==> src/rtl/bcd_conv_sched_pkg.sv <==
// Shared alarm-clock constants: requester count, FSM encodings and BCD helpers.
package bcd_conv_sched_pkg;

  localparam int NREQ = 2;

  typedef enum logic [1:0] {
    ST_IDLE = 2'd0,
    ST_CONV = 2'd1,
    ST_DONE = 2'd2
  } state_t;

  // A packed-BCD digit is only legal in the range 0..9.
  function automatic logic nibble_bad(input logic [3:0] nib);
    return (nib > 4'd9);
  endfunction

endpackage

==> src/rtl/bcd_conv_sched_if.sv <==
// Request/grant/result bundle shared by the two requesters and the scheduler.
interface bcd_conv_sched_if;
  import bcd_conv_sched_pkg::*;

  logic [NREQ-1:0] req;
  logic [7:0]      bcd0;
  logic [7:0]      bcd1;
  logic [NREQ-1:0] gnt;
  logic [NREQ-1:0] done;
  logic [6:0]      bin_out;
  logic            err;

  modport master (output req, bcd0, bcd1, input gnt, done, bin_out, err);
  modport slave  (input req, bcd0, bcd1, output gnt, done, bin_out, err);

endinterface

==> src/rtl/bcd_conv_sched_bcd_to_bin.sv <==
// Two-digit packed BCD to binary converter. Output is meaningful only for
// legal digits; the caller flags illegal nibbles separately.
module bcd_conv_sched_bcd_to_bin (
  input  logic [7:0] bcd,
  output logic [6:0] bin
);

  assign bin = {3'd0, bcd[7:4]} * 7'd10 + {3'd0, bcd[3:0]};

endmodule

==> src/rtl/bcd_conv_sched.sv <==
// Time-shares one BCD-to-binary converter between two requesters with
// round-robin arbitration.
//
//   state   | meaning
//   --------+------------------------------------------------------------
//   IDLE    | no operation; arbitrate pending requests, latch operand
//   CONV    | converter driven from bcd_q; result captured at next edge
//   DONE    | done = gnt for one cycle; gnt cleared at next edge
module bcd_conv_sched
  import bcd_conv_sched_pkg::*;
#(
  parameter int MAX0 = 23,
  parameter int MAX1 = 59
) (
  input  logic             clk,
  input  logic             rst_n,
  bcd_conv_sched_if.slave  bus
);

  localparam logic [6:0] MAX0_B = 7'(MAX0);
  localparam logic [6:0] MAX1_B = 7'(MAX1);

  state_t          state_q;
  logic [NREQ-1:0] gnt_q;
  logic [NREQ-1:0] done_q;
  logic [6:0]      bin_q;
  logic            err_q;
  logic [7:0]      bcd_q;
  logic            last_q;

  logic            win;
  logic [6:0]      bin_c;
  logic [6:0]      max_c;
  logic            err_c;

  bcd_conv_sched_bcd_to_bin u_conv (
    .bcd (bcd_q),
    .bin (bin_c)
  );

  // Round-robin pick: lone request wins, a tie goes to whoever was not last.
  always_comb begin
    win = 1'b0;
    if (bus.req == 2'b11)
      win = ~last_q;
    else if (bus.req[1] && !bus.req[0])
      win = 1'b1;
  end

  // Range/digit check against the limit of the requester currently granted.
  always_comb begin
    max_c = gnt_q[1] ? MAX1_B : MAX0_B;
    err_c = nibble_bad(bcd_q[7:4]) || nibble_bad(bcd_q[3:0]) || (bin_c > max_c);
  end

  // Scheduler FSM with registered grant, completion and result outputs.
  always_ff @(posedge clk) begin
    if (!rst_n) begin
      state_q <= ST_IDLE;
      gnt_q   <= '0;
      done_q  <= '0;
      bin_q   <= '0;
      err_q   <= 1'b0;
      bcd_q   <= '0;
      last_q  <= 1'b1;
    end else begin
      case (state_q)
        ST_IDLE: begin
          done_q <= '0;
          if (bus.req != '0) begin
            gnt_q   <= win ? 2'b10 : 2'b01;
            bcd_q   <= win ? bus.bcd1 : bus.bcd0;
            last_q  <= win;
            state_q <= ST_CONV;
          end else begin
            gnt_q <= '0;
          end
        end
        ST_CONV: begin
          bin_q   <= err_c ? 7'd0 : bin_c;
          err_q   <= err_c;
          done_q  <= gnt_q;
          state_q <= ST_DONE;
        end
        ST_DONE: begin
          done_q  <= '0;
          gnt_q   <= '0;
          state_q <= ST_IDLE;
        end
        default: begin
          done_q  <= '0;
          gnt_q   <= '0;
          state_q <= ST_IDLE;
        end
      endcase
    end
  end

  assign bus.gnt     = gnt_q;
  assign bus.done    = done_q;
  assign bus.bin_out = bin_q;
  assign bus.err     = err_q;

endmodule

==> src/flat_wrapper.sv <==
// flat-port wrapper written by rule: the top's interface ports become plain ports
module bcd_conv_sched_flat import bcd_conv_sched_pkg::*;
#(
  parameter int MAX0 = 23,
  parameter int MAX1 = 59
)
  (clk, rst_n, bus_req, bus_bcd0, bus_bcd1, bus_gnt, bus_done, bus_bin_out, bus_err);
  bcd_conv_sched_if bus_i ();
  input  logic clk;
  input  logic rst_n;
  input wire logic [$bits(bus_i.req)-1:0] bus_req;
  input wire logic [$bits(bus_i.bcd0)-1:0] bus_bcd0;
  input wire logic [$bits(bus_i.bcd1)-1:0] bus_bcd1;
  output wire logic [$bits(bus_i.gnt)-1:0] bus_gnt;
  output wire logic [$bits(bus_i.done)-1:0] bus_done;
  output wire logic [$bits(bus_i.bin_out)-1:0] bus_bin_out;
  output wire logic [$bits(bus_i.err)-1:0] bus_err;
  assign bus_i.req = bus_req;
  assign bus_i.bcd0 = bus_bcd0;
  assign bus_i.bcd1 = bus_bcd1;
  assign bus_gnt = bus_i.gnt;
  assign bus_done = bus_i.done;
  assign bus_bin_out = bus_i.bin_out;
  assign bus_err = bus_i.err;
  bcd_conv_sched #(.MAX0(MAX0), .MAX1(MAX1)) u_core (.clk(clk), .rst_n(rst_n), .bus(bus_i));
endmodule
==> config.mk <==
export PLATFORM = sky130hd
export DESIGN_NAME = bcd_conv_sched_flat
export DESIGN_NICKNAME = d
export VERILOG_FILES = /design/src/rtl/bcd_conv_sched_pkg.sv /design/src/rtl/bcd_conv_sched_if.sv /design/src/rtl/bcd_conv_sched_bcd_to_bin.sv /design/src/rtl/bcd_conv_sched.sv /design/src/flat_wrapper.sv
export SDC_FILE = /design/constraint.sdc
export NUM_CORES = 1
export LEC_CHECK = 0
export ABC_AREA = 1
export CAP_MARGIN = 0
export CELL_PAD_IN_SITES_DETAIL_PLACEMENT = 0
export CELL_PAD_IN_SITES_GLOBAL_PLACEMENT = 1
export CORE_MARGIN = 5
export CORE_UTILIZATION = 36
export CTS_CLUSTER_SIZE = 10
export DETAILED_ROUTE_END_ITERATION = 7
export GPL_ROUTABILITY_DRIVEN = 0
export HOLD_SLACK_MARGIN = 0.08
export PLACE_DENSITY_LB_ADDON = 0.2
export REMOVE_ABC_BUFFERS = 1
export SLEW_MARGIN = 0
export SYNTH_ARGS = -nofsm -noshare
export SYNTH_HDL_FRONTEND = slang
export SYNTH_SLANG_ARGS = --single-unit
==> constraint.sdc <==
create_clock -name clk -period 6.94 [get_ports clk]
set_input_delay 1.041 -clock clk [delete_from_list [all_inputs] [get_ports clk]]
set_output_delay 1.041 -clock clk [all_outputs]
set_load 0.05 [all_outputs]
==> results.txt <==
vias per cell -> 4.70
LEAKAGE -> 0.691 nW
remaining global-route overflow -> 0
Slew @ Worst Pin -> 554 ps
Worst-path clk slew -> 130 ps
Post-Syn Area -> 1210 um2
DR WL/cell -> 12.1 um
DRT iter0 DRCs -> 34
Core ar. -> 3310 um2
final setup fails -> 0
router iterations before antenna repair -> 4
initial antenna violation count -> 0
Final TNS setup -> 0 ps
total of cells resized after clock tree synthesis -> 0
WP data required -> 7150 ps
Cell variety after synth -> 23
site row count -> 21
CTS Hold Bufs -> 0
reg-to-reg startpoint -> u_core.bcd_q[5]
CP Buf/Inv Count -> 3
global-route wire length before repair -> 5.22 mm
CP max stage cell -> dfxtp_1
clock sink count -> 23
post-synthesis sequential area ratio -> 0.379
Final Slew Violations -> 0
critical path class -> reg -> reg
final hold violations -> 0
FMAX -> 374 MHz
total track usage -> 0.147
Arrival @ worst endpoint -> 2890 ps
initial core utilization -> 0.367
Cells after Synth -> 160
#FFs+latches synth -> 23
number of global-route vias before repair -> 1,189
fin crit share -> 0.386
H-tree levels -> 1
PwrDens -> 204 nW/um2
fraction of layout instances using a drive strength above 1 -> 0.0722
Post-Route WL -> 2.90 mm
Residual DRC -> 0
# diodes -> 0
DRT antenna net count -> 0
CTS Buf Count -> 3
largest fanout on the critical path -> 6
Clock Latency Late Sink -> 300 ps
status -> complete, no violations
CTS tree -> done
Port Buffer Count -> 31
Hold Startpoint -> u_core.bus.bin_out[6]
Final Skew -> 3.52 ps
Max clock buf depth -> 2
Die X -> 68.1 um
Nets -> 226
Worst Hold Class -> reg -> reg
largest net degree at the start of global routing -> 14
RSZ-0062 raised after global routing -> no
post-DP HPWL -> 2.43 mm
cell chain of the critical path -> ha_1 -> ha_1 -> inv_1 -> fa_1 -> xor2_1 -> inv_1 -> ha_1 -> inv_1 -> nor2_1 -> nand3_1 -> nand2_1 -> nand2_1 -> nand2_1 -> nand2_2 -> nand2_4 -> nor2_1
vias post-DR -> 1,128
synthesized area per cell -> 7.59 um2
Boundary Pins -> 32
Tmin final -> 2680 ps
Max transition margin -> 0.630
startpoint types -> flip-flop
crit path from -> u_core.bcd_q[5]
Die Height -> 68.1 um
fin util -> 0.485
overall power -> 0.000328 W
family with the most delay on the worst path -> adder cells
area delta synth->final -> 32.2%
Ys Warns -> 0
Post-CTS Setup Bufs -> 0
root buffer cell -> clkbuf_4
Max IR drop VDD -> 0.116 mV
max_cap viols -> 0
Fillers -> 382
Critical Path Sink Type -> flip-flop
Max stage delay on crit path -> 440 ps
DIE AREA -> 4640 um2
cells in the mapped netlist:
master     n  area share
nand2_1   35        0.11
dfxtp_1   23        0.38
nand3_1   21       0.087
inv_1     18       0.056
nor2_1    15       0.046
ha_1       9       0.093
a21oi_1    6       0.025
o21ai_0    6       0.025
a31oi_1    4       0.021
inv_2      3      0.0093
mux2i_1    3       0.025
nor2_2     3       0.015
fa_1       2       0.033
nor2_4     2       0.019
xor2_1     2       0.014
clkbuf_1   1      0.0031
nand2_2    1      0.0052
nand2_4    1      0.0093
o21ai_1    1      0.0041
o22ai_1    1      0.0052
o311ai_1   1      0.0072
or2_1      1      0.0052
xnor2_1    1      0.0072
final timing paths:
kind	end	slack [ps]	depth (start not counted)
hold reg to reg	u_core.bus.bin_out[6]	440	2
setup / recovery	u_core.bus.bin_out[3]	4260	16
setup reg to reg	u_core.bus.bin_out[3]	4260	16
hold / removal	u_core.bus.bin_out[6]	440	2
worst register-to-register path, cell delays in order (launching register included):
cell and delay (ps):
dfxtp_1 440, ha_1 260, ha_1 190, inv_1 60, fa_1 430, xor2_1 200
inv_1 60, ha_1 290, inv_1 50, nor2_1 110, nand3_1 80, nand2_1 60
nand2_1 40, nand2_1 60, nand2_2 80, nand2_4 110, nor2_1 60
final cells by class:
cell class                 instances  area [um2]  area share
multi-input combinational        115         672       0.418
inverter                          21        78.8      0.0491
sequential                        23         460       0.287
timing repair buffer              31         310       0.193
tap                               46        57.6      0.0358
clock buffer                       3        22.5      0.0140
clock inverter                     1        5.00     0.00312
cell usage in the layout (no fill, tap or decap):
master           Yosys  routed
fa_1                 2       2
o311ai_1             1       1
o21ai_0              6       6
nor2_2               3       3
nand2_4              1       1
ha_1                 9       9
dfxtp_1             23      23
a31oi_1              4       4
clkdlybuf4s50_1      0      31
nand3_1             21      21
inv_2                3       3
nor2_4               2       2
nor2_1              15      15
or2_1                1       1
mux2i_1              3       3
clkinv_2             0       1
nand2_1             35      35
xnor2_1              1       1
nand2_2              1       1
inv_1               18      18
clkbuf_4             0       3
o22ai_1              1       1
xor2_1               2       2
o21ai_1              1       1
a21oi_1              6       6
logic make-up after synthesis:
| kind of cell | synth area share |
|---|---|
| simple gates | 0.295 |
| mux | 0.0247 |
| fa+ha+maj | 0.126 |
| buf+inv | 0.0680 |
| flops | 0.379 |
| compound gates | 0.0865 |
| xor+xnor | 0.0216 |
metal layers:
layer  vias to the layer above  routed length [um]  global-route usage
met4                         0                  14              0.0223
li1                        590                   -                   -
met2                        17                1460               0.261
met3                         2                  97              0.0296
met5                         -                   0                   0
met1                       519                1330               0.185
power breakdown:
part | total (W) | leakage, nW | internal, W | switching [W]
Combinational | 0.000116 | 0.485 | 0.0000458 | 0.0000701
Clock | 0.0000599 | 0.0177 | 0.0000214 | 0.0000385
Sequential | 0.000152 | 0.189 | 0.000143 | 0.00000856
state kept, by name, summed over array words and instances, names as in the netlist:
| signal | cells |
|---|---|
| u_core.bcd_q | 8 |
| u_core.bus.bin_out | 7 |
| u_core.bus.done | 2 |
| u_core.bus.gnt | 2 |
| u_core.state_q | 2 |
| u_core.bus.err | 1 |
| u_core.last_q | 1 |
per-stage QoR:
step	hold slack, ps	instance area [um2]	instances	setup slack [ps]
6_report	444	1610	240	4260
5_1_grt	485	1610	240	4020
4_1_cts	452	1610	240	4260
3_5_place_dp	432	1580	236	4260
3_3_place_gp	423	1580	236	4340
2_1_floorplan	442	1210	159	4480
Note: power is estimated with default switching activity, not from simulation.
